<file path="src/rtl/fifo_sync_param.sv">
// Single-clock FIFO with arbitrary depth, occupancy count, almost-full/empty thresholds,
// sticky overflow/underflow flags and a selectable first-word-fall-through read port.
module fifo_sync_param #(
  parameter int BITWIDTH  = 8,
  parameter int DEPTH     = 16,
  parameter int AFULL_TH  = 12,
  parameter int AEMPTY_TH = 2,
  parameter int FWFT      = 0,
  localparam int CW       = $clog2(DEPTH + 1)
) (
  input  logic                iClk,
  input  logic                iRstN,
  input  logic                iEnW,
  input  logic                iEnR,
  input  logic                iClr,
  input  logic [BITWIDTH-1:0] iData,
  output logic [BITWIDTH-1:0] oData,
  output logic                oFull,
  output logic                oEmpty,
  output logic                oAlmostFull,
  output logic                oAlmostEmpty,
  output logic [CW-1:0]       oCount,
  output logic                oOverflow,
  output logic                oUnderflow
);

  localparam int PW = $clog2(DEPTH);
  localparam logic [PW-1:0] LAST_PTR = PW'(DEPTH - 1);
  localparam logic [CW-1:0] FULL_CNT = CW'(DEPTH);
  localparam logic [CW-1:0] AF_CNT   = CW'(AFULL_TH);
  localparam logic [CW-1:0] AE_CNT   = CW'(AEMPTY_TH);

  logic [BITWIDTH-1:0] mem [DEPTH];
  logic [PW-1:0]       wr_ptr;
  logic [PW-1:0]       rd_ptr;
  logic [CW-1:0]       count;
  logic                wr_acc;
  logic                rd_acc;

  // Requests are qualified against the registered flags only, so no status output
  // ever depends combinationally on iEnW/iEnR.
  assign wr_acc = iEnW & ~oFull;
  assign rd_acc = iEnR & ~oEmpty;

  assign oCount       = count;
  assign oFull        = (count == FULL_CNT);
  assign oEmpty       = (count == '0);
  assign oAlmostFull  = (count >= AF_CNT);
  assign oAlmostEmpty = (count <= AE_CNT);

  // Pointers wrap by explicit compare so non-power-of-two depths never index past the array.
  always_ff @(posedge iClk or negedge iRstN) begin
    if (!iRstN) begin
      wr_ptr <= '0;
      rd_ptr <= '0;
      count  <= '0;
    end else if (iClr) begin
      wr_ptr <= '0;
      rd_ptr <= '0;
      count  <= '0;
    end else begin
      if (wr_acc) wr_ptr <= (wr_ptr == LAST_PTR) ? '0 : wr_ptr + 1'b1;
      if (rd_acc) rd_ptr <= (rd_ptr == LAST_PTR) ? '0 : rd_ptr + 1'b1;
      case ({wr_acc, rd_acc})
        2'b10:   count <= count + CW'(1);
        2'b01:   count <= count - CW'(1);
        default: count <= count;
      endcase
    end
  end

  always_ff @(posedge iClk or negedge iRstN) begin
    if (!iRstN) begin
      oOverflow  <= 1'b0;
      oUnderflow <= 1'b0;
    end else if (iClr) begin
      oOverflow  <= 1'b0;
      oUnderflow <= 1'b0;
    end else begin
      if (iEnW && oFull)  oOverflow  <= 1'b1;
      if (iEnR && oEmpty) oUnderflow <= 1'b1;
    end
  end

  // Storage is deliberately left out of reset and clear; stale words stay hidden behind oEmpty.
  always_ff @(posedge iClk) begin
    if (wr_acc && !iClr) mem[wr_ptr] <= iData;
  end

  generate
    if (FWFT == 0) begin : g_registered
      logic [BITWIDTH-1:0] data_q;

      always_ff @(posedge iClk or negedge iRstN) begin
        if (!iRstN)      data_q <= '0;
        else if (iClr)   data_q <= '0;
        else if (rd_acc) data_q <= mem[rd_ptr];
      end

      assign oData = data_q;
    end else begin : g_fwft
      assign oData = oEmpty ? '0 : mem[rd_ptr];
    end
  endgenerate

endmodule

</file>
<file path="config.mk">
export PLATFORM = sky130hd
export DESIGN_NAME = fifo_sync_param
export DESIGN_NICKNAME = d
export VERILOG_FILES = /design/src/rtl/fifo_sync_param.sv
export SDC_FILE = /design/constraint.sdc
export NUM_CORES = 1
export LEC_CHECK = 0
export BUFFER_PORTS_ARGS = -buffer_cell sky130_fd_sc_hd__buf_2
export CAP_MARGIN = 0
export CORE_MARGIN = 8
export CORE_UTILIZATION = 45
export CTS_BUF_LIST = sky130_fd_sc_hd__clkbuf_2 sky130_fd_sc_hd__clkbuf_4 sky130_fd_sc_hd__clkbuf_8
export DETAILED_ROUTE_END_ITERATION = 6
export PLACE_DENSITY_LB_ADDON = 0.12
export SYNTH_ARGS = -nofsm -noshare
export SYNTH_HDL_FRONTEND = slang
export SYNTH_SLANG_ARGS = --single-unit
</file>
<file path="constraint.sdc">
create_clock -name iClk -period 2.24 [get_ports iClk]
set_input_delay 0.112 -clock iClk [delete_from_list [all_inputs] [get_ports iClk]]
set_output_delay 0.112 -clock iClk [all_outputs]
set_load 0.005 [all_outputs]
</file>
After elaboration in Yosys (flattened, before gate mapping)
Memory sizes are Yosys's and may differ from the RTL's.
Index checks and enable logic that the tools add are counted.
- add/subtract/negate cells: 4
- $lt $le $gt $ge: 2
- equality and inequality tests: 5
- muxes and demuxes: 16
- bitwise gates (word level): 4
- reductions and logical operators: 10
- operators by type and width (operator ; count):
    $mux 4 ; 6
    $mux 8 ; 2
    $pmux 5 s2 ; 1
    $add 4x1->4 const B ; 2
    $eq 4x4->1 const B ; 2
    $reduce_bool 2->1 ; 4
    $mux 1 ; 6
    $add 5x1->5 const B ; 1
    $eq 5x5->1 const B ; 1
    $ge 5x4->1 const B ; 1
    $le 5x2->1 const B ; 1
    $logic_not 5->1 ; 1
    $mux 5 ; 1
    $sub 5x1->5 const B ; 1
    $logic_and 1x1->1 ; 3
    $reduce_bool 3->1 ; 1
    $and 1x1->1 ; 2
    $eq 2x1->1 const B ; 1
    $eq 2x2->1 const B ; 1
    $not 1->1 ; 2
    $logic_not 1->1 ; 1
- register bits: 23
- memory bits (writable): 128
- input port bits: 13
- output and inout port bits: 19
- word-level logic and storage cells: 48
- memories kept: 1
- memories (name ; depth ; width ; rd ports ; clocked after Yosys merged registers in ; write ports ; line ; source):
    mem ; 16 ; 8 ; 1 ; 0 ; 1 ; 33 ; logic [BITWIDTH-1:0] mem [DEPTH];

Logic depth before layout (Yosys ltp)
- depth in word-level cells: 6
- mapped depth: 9

Worst setup path before layout
No wires, ideal clock.
- path kind: register -> register
- from: register count[1], in the netlist oCount[1]
- to: register count[4], in the netlist oCount[4]
- data arrival time: 2.315 ns
- path slack: -0.200 ns
- cell stages (with the launch flop): 10
- path through: dfrtp_1 buf_6 nor4_4 mux2i_1 xor2_1 ha_1 or3_1 a21oi_1 a32oi_1 mux2_2
- word-level cells in the longest chain between the ends: 6
- elaborated cells between the ends (all ways): 13
- classes of those cells: add/sub: 2; eq/ne: 3; mux: 2; bitwise: 4; reduce/logical: 2
- ends and longest elaborated chain (item ; line ; source):
    start, declared ; 36 ; logic [CW-1:0] count;
    start signal, assigned ; 65 ; 2'b10: count <= count + CW'(1);
    start signal, assigned ; 66 ; 2'b01: count <= count - CW'(1);
    start signal, assigned ; 67 ; default: count <= count;
    $eq 5x5->1 / $logic_not 5->1 (equally long branches) ; 46, 47 ;
    $not 1->1, on equally long branches ; 42, 43 ;
    $and 1x1->1, on equally long branches ; 42, 43 ;
    $eq 2x1->1 / $eq 2x2->1 (equally long branches) ; 64 ; case ({wr_acc, rd_acc})
    $pmux 5 s2 ; 64 ;
    $mux 5 ; 57 ; end else if (iClr) begin
Parallel ways exist; a longest one is shown, timed or not.
A chain may end at the register's enable or synchronous reset.

Final worst setup path
- from: register count[3], in the netlist oCount[3]
- to: register count[4], in the netlist oCount[4]
The elaborated chain is that of the path after synthesis.

==> metrics <==
run status finished with violations; failing checks negative setup slack; Post-Syn Instances 353; Slew Viols, Final 0; Setup WS post-layout -0.133 ns; syn nets 373; HP Class in2reg; DP Area 6810 µm²; CP max-delay cell dfrtp_1; Clock Sinks 151; fin util 52.9%; crit-path max FO 3; Die X-Extent 135 µm; CORE AREA 13,800 µm²; routed length per instance 21.7 µm; CP Cell Sequence nor4_4 > mux2i_2 > xor2_1 > ha_2 > or3_1 > a21oi_2 > a32oi_1 > mux2_2; WP data required 2.57 ns; port bufs 31; placed insts 566; Post-synth EDFFs 128; Final ANT Viol Nets 0; register area share after synthesis 69.8%; CTS tree yes; critical path class reg2reg; Area contributors post-synth edfxtp_1, mux4_2, dfrtp_1, mux2i_1, o221ai_2; worst path bufs/invs 0; PwrDens 1000 nW/µm²; GR Overflow Total 0; I/O Pins 32; LEAKAGE 2.48 nW; post-synthesis instance area 6330 µm²; Post-Layout Cell Count 603; slew of the pin with the lowest slew margin 0.581 ns; total die area 18,100 µm²; Primary FF master, synth edfxtp_1; Mean Syn Cell Area 17.9 µm²; fmax 421 MHz; Worst Skew 0.0113 ns; total global-route track usage 15.3%; area delta synth->final 15.5%; Final Cell Area 7310 µm²; Synth area leader edfxtp_1; Die Span Y 135 µm; final WL 13.1 mm; worst rel slew slack 61.3%; Clock transition at path regs 0.08 ns; Setup crit start kind flip-flop; GP Congestion 0.813; vias in the first global route 3,498; Synth Register Bits 151; Initial Util 45.8%; initial antenna violation count 0; Crit path max-delay family simple AND/OR/NAND/NOR gates; net count reported at finish 430; drt pass-1 iters 4; drc violations 0; Fin Setup TNS -0.164 ns; global-route wire length before repair 20.3 mm; Worst R2R Setup Slack -0.13 ns; min Tclk post-route 2.37 ns; top-area cell type share of the netlist area 60.7%; row cnt 43; antenna cell count 0; Max-Cap Viols 0; CP max stage delay 0.42 ns; clk_lat worst skew 0.44 ns; asr flop ratio synth 15.2%; WP data arrival 2.70 ns; Fin Hold WS 0.0511 ns; number of vias per cell 5.53; Final Hold Vio Count 0; commonest non-fill, non-tap cell in the layout edfxtp_1; Yosys warning total 0; count of final setup violators 2; Bufs on Longest Clock Path 2; total CTS buffers 17; layout cells sized above 1 37.4%; CP Capture Type flip-flop; period utilisation layout 106%; most frequent cells in the layout edfxtp_1, mux4_2, buf_2; largest net degree at the start of global routing 30; initial DRC count 132; RSZ-0062 raised after global routing yes; Final HPWL DP 8.58 mm; CTS root buf clkbuf_8; CTS H-tree lvls 4; post-layout power 7.32 mW; vias 3,336; Place WS -0.0896 ns; synth unique cells 44; VDD IR max 0.437 mV
## cell usage after synthesis (all sizes together) (2+ instances only)
cell type	n
a21oi	13
a31oi	2
a32oi	2
buf	12
clkbuf	11
dfrtp	23
edfxtp	128
ha	7
inv	8
mux2	3
mux2i	20
mux4	32
nand2	12
nand2b	3
nand3b	8
nor2	26
nor2b	3
nor3	4
o21ai	4
o221ai	8
or3	5
or4	2
## tightest hold or removal path: stages
cell	delay (ns)
buf_2	0.18
a21oi_1	0.09
nor2_1	0.07
## where the power goes
group	switching [mW]	leakage, nW	internal, mW
sequential	0.136	1.46	3.20
clock	0.982	0.199	1.10
combinational	0.963	0.819	0.940
total	2.08	2.48	5.24
## per-layer routing
metal  GRT usage [%]  share of wire (%)  vias up
li1                -                  -     1514
met3            4.12                4.4       20
met2            24.6                 50       80
met5               0                  0        -
met4            6.80                1.9        0
met1            19.0                 44     1722
## cell type report
cell class	count	area (µm²)
Timing Repair Buffer	61	427
Multi-Input combinational cell	171	1810
Inverter	8	30.0
Clock buffer	18	241
Clock inverter	14	158
Sequential cell	151	4420
Tap cell	180	225
Fill cell	1113	6510
## cell families (layout without fill, tap and decap cells)
kind of cell / count (synthesis) / after routing / share of synthesized area, %
mux: 55 / 55 / 15.1
compound gates: 37 / 37 / 4.98
buf+inv: 31 / 101 / 2.57
flops: 151 / 151 / 69.8
xor+xnor: 2 / 2 / 0.277
fa+ha+maj: 7 / 7 / 1.38
simple gates: 70 / 70 / 5.93
## state kept, by name, summed over array words and instances (netlist names)
| name | cells |
|---|---|
| oData | 8 |
| mem | 128 |
| wr_ptr | 4 |
| oOverflow | 1 |
| oCount | 5 |
| rd_ptr | 4 |
| oUnderflow | 1 |
## worst paths after layout
kind / startpoint / end / cells past startpoint
min in group asynchronous: iRstN / oUnderflow / 2
worst min register to register: oOverflow / oOverflow / 2
max in group asynchronous: iRstN / rd_ptr[1] / 2
worst min-delay path: iEnR / oUnderflow / 3
worst max-delay path: oCount[3] / oCount[4] / 8
worst max register to register: oCount[3] / oCount[4] / 8
## repair_timing
action / in CTS / in global routing
hold buffers: 2 / 0
gates resized for setup: 10 / 6
buffers inserted: 1 / 2
hold endpoints to repair: 24 / 0
endpoints found under the setup margin: 71 / 19
pin swaps: 1 / 6
(Power assumes the default switching activity.)
